**config.mk**
```make
export PLATFORM = sky130hd
export DESIGN_NAME = fc_controller
export DESIGN_NICKNAME = d
export VERILOG_FILES = /design/src/rtl/fc_controller.sv
export SDC_FILE = /design/constraint.sdc
export NUM_CORES = 1
export LEC_CHECK = 0
export ABC_AREA = 1
export BUFFER_PORTS_ARGS = -buffer_cell sky130_fd_sc_hd__clkbuf_2
export CORE_AREA = 2 2 138 208
export CTS_CLUSTER_DIAMETER = 100
export CTS_CLUSTER_SIZE = 24
export DETAILED_ROUTE_END_ITERATION = 7
export DIE_AREA = 0 0 140 210
export PLACE_DENSITY = 0.67
export SYNTH_ARGS = -nofsm -noshare
export SYNTH_HDL_FRONTEND = slang
export SYNTH_SLANG_ARGS = --single-unit
```
**constraint.sdc**
```tcl
create_clock -name clk -period 9.6 [get_ports clk]
set_input_delay 1.92 -clock clk [delete_from_list [all_inputs] [get_ports clk]]
set_output_delay 1.92 -clock clk [all_outputs]
set_load 0.05 [all_outputs]
```
**src/rtl/fc_controller.sv**
```systemverilog
// fc_controller: FC engine sequencer for input-feature loads, partitioned weight loads and output-feature stores
module fc_controller #(
  parameter int PART_ROWS = 16,
  parameter int DATA_W = 32
) (
  input  logic              clk,
  input  logic              rst_n,
  input  logic              fc_rst,
  input  logic [11:0]       fc_cin,
  input  logic [11:0]       fc_cout,
  input  logic              fc_lif_start,
  input  logic              fc_lw_start,
  input  logic              fc_sof_start,
  input  logic [26:0]       base_addr,
  output logic              fc_next_partition,
  output logic              fc_done,
  output logic              mem_req,
  output logic              mem_we,
  output logic [26:0]       mem_addr,
  output logic [DATA_W-1:0] mem_wdata,
  input  logic              mem_ack,
  input  logic [DATA_W-1:0] mem_rdata,
  output logic              buf_we,
  output logic              buf_sel,
  output logic [15:0]       buf_addr,
  output logic [DATA_W-1:0] buf_wdata,
  output logic [11:0]       obuf_raddr,
  input  logic [DATA_W-1:0] obuf_rdata,
  output logic              pe_start,
  input  logic              pe_done
);
  typedef enum logic [2:0] {IDLE, LD, PE_START, PE_WAIT, SOF_RD, SOF_WR, DONE} state_e;
  localparam logic [12:0] PR = 13'(PART_ROWS);
  state_e      state_q;
  logic [11:0] cin_q, rem_q;
  logic [26:0] base_q;
  logic        lw_q, done_q;
  logic [23:0] lin_q;
  logic [15:0] widx_q;
  logic        ld_d, wr_d, last_part_d;
  logic [11:0] rows_d;
  logic [15:0] part_words_d;
  // rem_q counts output rows not yet loaded; for SOF it simply holds cout
  assign ld_d = state_q == LD;
  assign wr_d = state_q == SOF_WR;
  assign last_part_d = {1'b0, rem_q} <= PR;
  assign rows_d = last_part_d ? rem_q : PR[11:0];
  assign part_words_d = {4'b0, rows_d} * {4'b0, cin_q};
  // memory and buffer ports decoded from state; lin_q doubles as the store index
  assign mem_req = ld_d || wr_d;
  assign mem_we = wr_d;
  assign mem_addr = mem_req ? base_q + 27'(lin_q) : '0;
  assign mem_wdata = wr_d ? obuf_rdata : '0;
  assign buf_we = mem_req & mem_ack & ~mem_we;
  assign buf_sel = ld_d & lw_q;
  assign buf_addr = ld_d ? widx_q : '0;
  assign buf_wdata = mem_rdata;
  assign obuf_raddr = (state_q == SOF_RD || wr_d) ? lin_q[11:0] : '0;
  assign pe_start = state_q == PE_START;
  assign fc_next_partition = state_q == PE_WAIT && pe_done && !last_part_d;
  assign fc_done = done_q;
  // command sequencer; done_q blocks re-accept while the decoder is still dropping its start level
  always_ff @(posedge clk) begin
    if (!rst_n || fc_rst) begin
      state_q <= IDLE;
      cin_q <= '0;
      rem_q <= '0;
      base_q <= '0;
      lw_q <= 1'b0;
      done_q <= 1'b0;
      lin_q <= '0;
      widx_q <= '0;
    end else begin
      done_q <= state_q == DONE;
      case (state_q)
        IDLE: if (!done_q && (fc_lif_start || fc_lw_start || fc_sof_start)) begin
          cin_q <= fc_cin;
          rem_q <= fc_cout;
          base_q <= base_addr;
          lin_q <= '0;
          widx_q <= '0;
          lw_q <= !fc_lif_start && fc_lw_start;
          if (fc_lif_start) state_q <= fc_cin == 12'd0 ? DONE : LD;
          else if (fc_lw_start) state_q <= (fc_cin == 12'd0 || fc_cout == 12'd0) ? DONE : LD;
          else state_q <= fc_cout == 12'd0 ? DONE : SOF_RD;
        end
        LD: if (mem_ack) begin
          lin_q <= lin_q + 24'd1;
          widx_q <= widx_q + 16'd1;
          if (!lw_q && lin_q == {12'b0, cin_q} - 24'd1) state_q <= DONE;
          else if (lw_q && widx_q == part_words_d - 16'd1) begin
            widx_q <= '0;
            state_q <= PE_START;
          end
        end
        PE_START: state_q <= PE_WAIT;
        PE_WAIT: if (pe_done) begin
          if (last_part_d) state_q <= DONE;
          else begin
            rem_q <= rem_q - PR[11:0];
            state_q <= LD;
          end
        end
        SOF_RD: state_q <= SOF_WR;
        SOF_WR: if (mem_ack) begin
          lin_q <= lin_q + 24'd1;
          state_q <= lin_q[11:0] == rem_q - 12'd1 ? DONE : SOF_RD;
        end
        DONE: state_q <= IDLE;
        default: state_q <= IDLE;
      endcase
    end
  end
endmodule

```
==> qor.yml, run 1 <==
grt.overflow.total: 0
wirelength_um: 32990
cts_tree: "done"
drtPass1Iterations: 8
hold_path.class: "flip-flop to flip-flop"
violations: "DRC"
area_growth_pct: 13.30
post-route-period-util_pct: 74.42
io_buffers: 184
status: "complete, but fails checks"
setup_viol: 0
r2r-start: "rem_q[4]"
syn_avg_cell_area_um2: 6.740
cp.required_ns: 9.84
cts_max_path_buffers: 2
whs_ns: 0.4944
r2r_setup_slack_ns: 2.46
met2_usage_pct: 43.45
grt_max_degree: 57
cp_max_fo: 13
yosysWarnings: 0
n_fill_cell: 2825
rsz0062_at_grt: "false"
end_kind: "flip-flop"
hpwlAfterDp_um: 27450
ioPinCount: 249
rr_worst_depth: 32
gp_congestion: 0.9560
cp-start-kind: "flip-flop"
crit_start: "rem_q[4]"
hold_viol: 0
worst_ep_arrival_time_ns: 7.39
die-area_mm2: 0.02940
die_w_um: 140
ys_seq_area_share_pct: 17.61
relSlewSlack_pct: 33.36
finalCriticalPeriod_ns: 7.145
die_h_um: 210
antenna_cells: 0
drtIter0Drc: 633
r2r_end: "state_q[0]"
yosys.area.top_type: "dfxtp_1"
rows: 75
fmax_ghz: 0.1400
ys_ff_latch: 96
synth_ff_type: "dfxtp_1"
use_met1_pct: 23.14
vias: 10830
nNetsFinal: 2057
clock-sinks: 96
clkTransAtPathRegs_ns: 0.07
synth_area_leaders: "dfxtp_1 (18%), fa_1 (15%), nand2_1 (9.4%)"
cpMostUsedCell: "nand2_1"
synth_edf_count: 0
tns_ns: 0
antenna_found_initial: 0
cap_violations: 0
first_global_vias: 10760
cts_buffers: 9
vdd_ir_drop_max_mv: 0.1073
cts_max_level: 3
grt_pass1_wl_um: 52360
final_cell_mix: "nand2_1 (272), inv_1 (263), nor2_1 (238), clkbuf_2 (184), a21oi_1 (111)"
final_max_slew_viol_count: 0
viasPerCell: 5.083
final_common_cell: "nand2_1"
routedWlPerCell_um: 15.48
async_flop_share_pct: 0
synth_cell_types: 58
power.density_mw_per_mm2: 166.0
crit_path_end: "state_q[0]"
tightest_slew_ns: 0.9996
netlist_instances: 1619
core-area_mm2: 0.02768
final_antenna_net_count: 0
cpPeakStageDelay_ns: 0.57
ctsResizeCount: 0
root_buffer: "clkbuf_16"
yosysTopAreaCellShare_pct: 17.61
grt-busiest-layer: "met2"
met3_usage_pct: 2.885
path_class: "flip-flop to flip-flop"
leakage_nw: 6.019
grt_usage_pct: 22.44
fin_skew_ns: 0.009119
hold_buffers: 0
syn-cell-area_mm2: 0.01091
drive_above_1_share_pct: 14.40
clk_latency_ns: 0.37
start_util_pct: 39.42
crit_slowest_cell: "fa_1"
drc_errors: 5
post-cts-setup-buffers: 0
[worst min-delay path by stage]
stage | start | endpoint | cells after the start
after floorplan | widx_q[9] | widx_q[9] | 2
after global placement | base_q[22] | base_q[22] | 2
after detailed placement | base_q[16] | base_q[16] | 2
after CTS | rem_q[1] | rem_q[1] | 2
after global routing | base_q[15] | base_q[15] | 2
final | rem_q[1] | rem_q[1] | 2
[state kept, by name, indices dropped and copies added (netlist names)]
| register | flops |
|---|---|
| base_q | 27 |
| lin_q | 24 |
| widx_q | 16 |
| cin_q | 12 |
| rem_q | 12 |
| state_q | 3 |
| fc_done | 1 |
| lw_q | 1 |
[through the flow]
stage | std cells | utilization (%) | total power, mW | cell area, um2 | worst slack [ns]
final | 2131 | 44.66 | 2.052 | 12360 | 2.456
after global routing | 2131 | 44.66 | 2.242 | 12360 | 1.938
after CTS | 2131 | 44.66 | 2.061 | 12360 | 2.442
after detailed placement | 2116 | 43.51 | 1.656 | 12050 | 2.486
after global placement | 2116 | 43.51 | 1.640 | 12050 | 2.680
after floorplan | 1656 | - | 1.392 | 11050 | 3.414
[worst max-delay path: cells and delay by family, from the launching register on]
| family | cells | cell delay (ns) |
|---|---|---|
| adders and majority gates | 7 | 3.18 |
| and+or+nand+nor | 16 | 2.44 |
| AOI/OAI and AO/OA | 3 | 0.54 |
| DFF | 1 | 0.43 |
| buffers and inverters | 6 | 0.40 |
[layout make-up]
cell class | instances | area, um2 | area share, %
flip-flops and latches | 96 | 1922 | 15.54
inverters | 287 | 1077 | 8.714
clock inverters | 6 | 92.59 | 0.7489
repair buffers | 190 | 965.9 | 7.813
clock buffers | 9 | 225.2 | 1.822
multi-input cells | 1197 | 7647 | 61.86
well taps | 346 | 432.9 | 3.502
[layer usage]
| metal | vias to the layer above | share of wire (%) |
|---|---|---|
| met5 | - | 0 |
| li1 | 5396 | - |
| met1 | 5074 | 37 |
| met3 | 80 | 3.5 |
| met4 | 0 | 5.1 |
| met2 | 281 | 55 |
[cells in the mapped netlist, types with 6 or more instances]
master and count:
nand2_1 272, inv_1 263, nor2_1 240, a21oi_1 111
dfxtp_1 96, o21ai_0 95, fa_1 83, ha_1 70
nand3_1 67, clkbuf_1 40, xor2_1 36, buf_4 32
nor3_1 28, nand4_1 22, inv_2 20, xnor2_1 18
o21ai_1 16, nor4_1 12, a31oi_1 11, nand2_2 6
[logic make-up after synthesis]
| family | after synthesis | synth area share, % |
|---|---|---|
| XOR/XNOR | 56 | 4.747 |
| AND/OR/NAND/NOR | 685 | 27.53 |
| multiplexers | 1 | 0.09174 |
| flip-flops | 96 | 17.61 |
| buffers and inverters | 363 | 13.67 |
| AO/OA/AOI/OAI | 263 | 13.03 |
| other | 2 | 0.06883 |
| adder cells (fa/ha/maj) | 153 | 23.25 |
[power by group]
group | leakage (nW) | internal [mW] | switching, mW
Combinational | 5.09 | 0.442 | 0.772
Sequential | 0.781 | 0.414 | 0.0215
Clock | 0.148 | 0.228 | 0.174
Total | 6.02 | 1.08 | 0.967
(Power assumes the default switching activity.)
==> run 2: changes to the inputs <==
clock period = 6.9 ns   (was 9.6 ns; I/O delays follow)
==> run 2 against run 1 <==
  * The run still ends with DRC left
  * Total power rose by 39%
  * Sequential share of layout area barely moved
  * Core utilization rose by 0.22 points
  * Die area did not move
  * Combinational power rose by 40%
  * Final area rose by 0.50%
  * Clock power rose by 35%
  * Register-to-register slack got worse by 2.0 ns
  * Fmax rose by 11%
  * Largest power group unchanged
==> qor.yml, run 2 (synthesis results as in run 1) <==
status: "complete, but fails checks"  # unchanged
violations: "DRC"  # unchanged
die-area_mm2: 0.02940  # unchanged
end_kind: "flip-flop"  # unchanged
final_max_slew_viol_count: 0  # unchanged
viasPerCell: 5.034  # was 5.083
rows: 75  # unchanged
clkTransAtPathRegs_ns: 0.07  # about the same
fmax_ghz: 0.1555  # was 0.1400 GHz
cts_buffers: 9  # unchanged
rr_worst_depth: 30  # was 32
path_class: "flip-flop to flip-flop"  # unchanged
seq_area_mm2: 0.001926  # was 0.001922 mm2
hpwlAfterDp_um: 27360  # was 27450 um
clock-sinks: 96  # unchanged
switching_share_pct: 47.37  # was 47.15%
finalCriticalPeriod_ns: 6.432  # was 7.145 ns
tns_ns: 0  # unchanged
vias: 10760  # was 10830
worst_ep_arrival_time_ns: 6.66  # was 7.39 ns
whs_ns: 0.4879  # was 0.4944 ns
r2r_setup_slack_ns: 0.47  # was 2.46 ns
n_fill_cell: 2922  # was 2825
cts_max_level: 3  # unchanged
min_to: "widx_q[9]"  # was rem_q[1]
gp_congestion: 0.9495  # was 0.9560
wirelength_um: 32900  # was 32990 um
first_global_vias: 10600  # was 10760
cp.required_ns: 7.13  # was 9.84 ns
cp-start-kind: "flip-flop"  # unchanged
total_power_mw: 2.843  # was 2.052 mW
power.density_mw_per_mm2: 228.8  # was 166.0 mW/mm2
largest_reg_flops: 27  # unchanged
die_h_um: 210  # unchanged
hold_buffers: 0  # unchanged
ioPinCount: 249  # unchanged
antenna_cells: 0  # unchanged
cts_max_path_buffers: 2  # unchanged
final_antenna_net_count: 0  # unchanged
hold_viol: 0  # unchanged
nNetsFinal: 2063  # was 2057
pwr-share-clk_pct: 19.1  # was 19.6%
fin_skew_ns: 0.01117  # was 0.009119 ns
cpPeakStageDelay_ns: 0.54  # was 0.57 ns
final_common_cell: "nand2_1"  # unchanged
die_w_um: 140  # unchanged
hold_path.class: "flip-flop to flip-flop"  # unchanged
drive_above_1_share_pct: 15.12  # was 14.40%
seqPwrFrac_pct: 21.4  # was 21.2%
reg_top3: "base_q x27, lin_q x24, widx_q x16"  # unchanged
final_cell_mix: "nand2_1 (271), inv_1 (263), nor2_1 (238), clkbuf_2 (184), a21oi_1 (110)"  # was nand2_1 (272), inv_1 (263), nor2_1 (238), clkbuf_2 (184), a21oi_1 (111)
cp_max_fo: 13  # unchanged
drc_errors: 5  # unchanged
core-area_mm2: 0.02768  # unchanged
r2r_end: "state_q[0]"  # unchanged
start_util_pct: 39.42  # unchanged
tightest_slew_ns: 1.028  # was 0.9996 ns
cts_tree: "done"  # unchanged
cap_violations: 0  # unchanged
grt_max_degree: 57  # unchanged
leakage_nw: 6.051  # was 6.019 nW
top_register: "base_q"  # unchanged
clk_latency_ns: 0.36  # was 0.37 ns
r2r-start: "rem_q[4]"  # unchanged
rsz0062_at_grt: "false"  # unchanged
multi_input_area_mm2: 0.007666  # was 0.007647 mm2
root_buffer: "clkbuf_16"  # unchanged
antenna_found_initial: 0  # unchanged
min_from: "widx_q[9]"  # was rem_q[1]
final_util_pct: 44.88  # was 44.66%
crit_slowest_cell: "fa_1"  # unchanged
worstHoldPathCells: 2  # unchanged
relSlewSlack_pct: 31.23  # was 33.36%
io_buffers: 184  # unchanged
drtPass1Iterations: 7  # was 8
p_switching_mw: 1.347  # was 0.9674 mW
drtIter0Drc: 588  # was 633
routedWlPerCell_um: 15.39  # was 15.48 um
combPwrFrac_pct: 59.6  # was 59.2%
post-route-period-util_pct: 93.21  # was 74.42%
p_int_mw: 1.496  # was 1.084 mW
grt_pass1_wl_um: 52000  # was 52360 um
vdd_ir_drop_max_mv: 0.1838  # was 0.1073 mV
grt.overflow.total: 0  # unchanged
grt_usage_pct: 22.14  # was 22.44%
setup_viol: 0  # unchanged
area_growth_pct: 13.86  # was 13.30%
==> run 2: cell count changes in the layout (fill, tap and decap cells not counted), sizes merged <==
cell | previous run | this run
inv | 284 | 286
clkbuf | 193 | 194
buf | 6 | 12
bufinv | 2 | 1
clkinvlp | 2 | 1
==> run 2: cell type report <==
cell class,count,area share [%]
inverter,287,8.671
timing repair buffer,196,8.137
multi-input combinational,1197,61.70
tap,346,3.484
clock buffer,10,1.923
clock inverter,6,0.5841
sequential,96,15.50
==> run 2: per-layer routing <==
layer	vias up	GRT usage (%)	wire (um)
met2	262	44.25	18220
met3	71	2.204	963
met5	-	0	0
li1	5397	-	-
met1	5033	22.79	12270
met4	0	10.31	1450
==> run 2: worst max-delay path by stage <==
stage                  start    endpoint
floorplan           rem_q[4]  widx_q[10]
global placement    rem_q[4]  state_q[0]
detailed placement  rem_q[4]  state_q[0]
CTS                 rem_q[4]  state_q[0]
global route        rem_q[0]  state_q[0]
finish              rem_q[4]  state_q[0]
==> run 2: power groups by stage <==
| stage | sequential, mW | combinational (mW) | clock [mW] |
|---|---|---|---|
| after floorplan | 0.603 | 1.33 | 0 |
| after global placement | 0.619 | 1.66 | 0 |
| after detailed placement | 0.619 | 1.69 | 0 |
| after CTS | 0.606 | 1.69 | 0.551 |
| after global routing | 0.610 | 1.94 | 0.573 |
| final | 0.607 | 1.69 | 0.542 |
==> run 2: stage by stage <==
step | setup WS [ns] | area [um2] | instances
after CTS | 0.2074 | 12390 | 2137
after detailed placement | 0.1950 | 12080 | 2121
after floorplan | 0.7141 | 11050 | 1656
after global placement | 0.3874 | 12080 | 2121
final | 0.4682 | 12420 | 2138
after global routing | 0.01788 | 12420 | 2138
==> run 2: critical path: cells and delay by family (launching register included) <==
family | cells | cell delay, ns
adder cells (fa/ha/maj) | 7 | 3.10
AND/OR/NAND/NOR | 13 | 1.36
buffers and inverters | 6 | 0.67
XOR/XNOR | 2 | 0.46
flip-flops | 1 | 0.38
AO/OA/AOI/OAI | 2 | 0.30
==> run 2: repair_timing <==
item	4_1_cts	5_1_grt
endpoints found under the setup margin	0	18
gates resized for setup	0	8
hold endpoints to repair	0	0
buffers inserted	0	1
==> run 3: changes to the inputs <==
CORE_AREA = 2 2 169 171   (was 2 2 138 208)
DIE_AREA = 0 0 171 173   (was 0 0 140 210)
PLACE_DENSITY = 0.66   (was 0.67)
==> run 3 against run 2 <==
  * Critical path depth stayed put
  * The run now ends clean
  * Sequential power hardly changed
  * Critical endpoint is now widx_q[12]
  * Worst setup slack worse by 0.11 ns
  * Sequential share of layout area is 0.13 points lower
  * Total power is 0.50% higher
  * Fmax is 1.7% lower
  * Non-clock buffer count is 5 higher
  * First-iteration DRC count is 27% higher
==> qor.yml, run 3 (synthesis results as in run 1) <==
status: "completed"  # was complete, but fails checks
root_buffer: "clkbuf_16"  # unchanged
cp.required_ns: 7.13  # about the same
cp-start-kind: "flip-flop"  # unchanged
ioPinCount: 249  # unchanged
dp_slack_ns: 0.2031  # was 0.1950 ns
final_antenna_net_count: 0  # unchanged
cts_max_path_buffers: 2  # unchanged
io_buffers: 184  # unchanged
cp_max_fo: 12  # was 13
cts_tree: "done"  # unchanged
hold_buffers: 0  # unchanged
placedCellCount: 2157  # was 2121
hold_viol: 0  # unchanged
routedWlPerCell_um: 14.49  # was 15.39 um
area_growth_pct: 14.82  # was 13.86%
top_register: "base_q"  # unchanged
fin_cells: 2177  # was 2138
final_max_slew_viol_count: 0  # unchanged
final_util_pct: 45.34  # was 44.88%
rows: 61  # was 75
antenna_found_initial: 0  # unchanged
whs_ns: 0.4981  # was 0.4879 ns
hold_path.class: "flip-flop to flip-flop"  # unchanged
cpMostUsedCell: "fa_1"
start_util_pct: 39.49  # was 39.42%
reg_top3: "base_q x27, lin_q x24, widx_q x16"  # unchanged
vdd_ir_drop_max_mv: 0.2388  # was 0.1838 mV
final_cell_mix: "nand2_1 (271), inv_1 (263), nor2_1 (236), clkbuf_2 (184), a21oi_1 (110)"  # was nand2_1 (271), inv_1 (263), nor2_1 (238), clkbuf_2 (184), a21oi_1 (110)
tns_ns: 0  # unchanged
cap_violations: 0  # unchanged
clock-sinks: 96  # unchanged
crit_slowest_cell: "fa_1"  # unchanged
grt_max_degree: 57  # unchanged
gp_congestion: 0.9005  # was 0.9495
post-route-period-util_pct: 94.84  # was 93.21%
hpwlAfterDp_um: 25860  # was 27360 um
worst_ep_arrival_time_ns: 6.77  # was 6.66 ns
placed_area_mm2: 0.01215  # was 0.01208 mm2
wirelength_um: 31540  # was 32900 um
power.density_mw_per_mm2: 228.1  # was 228.8 mW/mm2
antenna_cells: 0  # unchanged
leakage_nw: 6.083  # was 6.051 nW
drtPass1Iterations: 6  # was 7
drc_errors: 0  # was 5
drive_above_1_share_pct: 15.51  # was 15.12%
die_h_um: 173  # was 210 um
grt.overflow.total: 0  # unchanged
finalCriticalPeriod_ns: 6.544  # was 6.432 ns
final_area_mm2: 0.01253  # was 0.01242 mm2
end_kind: "flip-flop"  # unchanged
total_power_mw: 2.857  # was 2.843 mW
relSlewSlack_pct: 36.74  # was 31.23%
cts_buffers: 9  # unchanged
clk_latency_ns: 0.37  # was 0.36 ns
fmax_ghz: 0.1528  # was 0.1555 GHz
core-area_mm2: 0.02763  # was 0.02768 mm2
first_global_vias: 10410  # was 10600
drtIter0Drc: 744  # was 588
largest_reg_flops: 27  # unchanged
clkTransAtPathRegs_ns: 0.08  # was 0.07 ns
setup_viol: 0  # unchanged
fin_ws_ns: 0.3560  # was 0.4682 ns
n_fill_cell: 2966  # was 2922
vias: 10950  # was 10760
die-area_mm2: 0.02958  # was 0.02940 mm2
nNetsFinal: 2070  # was 2063
crit_buf_inv: 7  # was 6
grt_pass1_wl_um: 51190  # was 52000 um
grt_usage_pct: 21.49  # was 22.14%
path_class: "flip-flop to flip-flop"  # unchanged
cpPeakStageDelay_ns: 0.55  # was 0.54 ns
crit_family: "adder cells"  # unchanged
final_common_cell: "nand2_1"  # unchanged
die_w_um: 171  # was 140 um
cts_max_level: 3  # unchanged
viasPerCell: 5.028  # was 5.034
fin_skew_ns: 0.01478  # was 0.01117 ns
tightest_slew_ns: 0.9488  # was 1.028 ns
## run 3: path summary, 6_finish.rpt
check,start,cells past startpoint,slack [ns],end
max,rem_q[4],30,0.36,widx_q[12]
min,rem_q[1],2,0.50,rem_q[1]
max reg2reg,rem_q[4],30,0.36,widx_q[12]
min reg2reg,rem_q[1],2,0.50,rem_q[1]
## run 3: power breakdown
group          leakage (nW)  switching (mW)  internal [mW]  total [mW]
Combinational          5.15            1.11          0.621        1.73
Sequential            0.782          0.0301          0.576       0.607
Clock                 0.150           0.264          0.259       0.523
Total                  6.08            1.40           1.46        2.86
## run 3: final cells by class
cell class	count	area [um2]	share of cell area (%)
clock buffers	9	225.2	1.798
clock inverters	7	86.33	0.6891
inverters	287	1077	8.599
multi-input cells	1199	7689	61.37
flip-flops and latches	96	1926	15.37
well taps	378	473.0	3.775
repair buffers	201	1052	8.399
## run 3: metal layers
metal  global-route usage (%)  up-vias  wire length [um]
met4                    6.850        0               777
met3                    2.541       43              1815
met1                    26.83     5115             13380
met2                    38.24      362             15570
li1                         -     5426                 -
met5                        0        -                 0
## run 3: what timing repair did
action                                  4_1_cts  5_1_grt
buffers inserted                              0        2
gates resized for setup                       0       12
endpoints found under the setup margin        0       19
## run 3: worst reg2reg max path, delay by kind of cell, from the launching register on
| kind | cells | cell delay [ns] |
|---|---|---|
| adders and majority gates | 7 | 3.10 |
| and+or+nand+nor | 13 | 1.75 |
| AOI/OAI and AO/OA | 1 | 0.07 |
| xor gates and xnor gates | 2 | 0.46 |
| DFF | 1 | 0.37 |
| buffers and inverters | 7 | 0.66 |
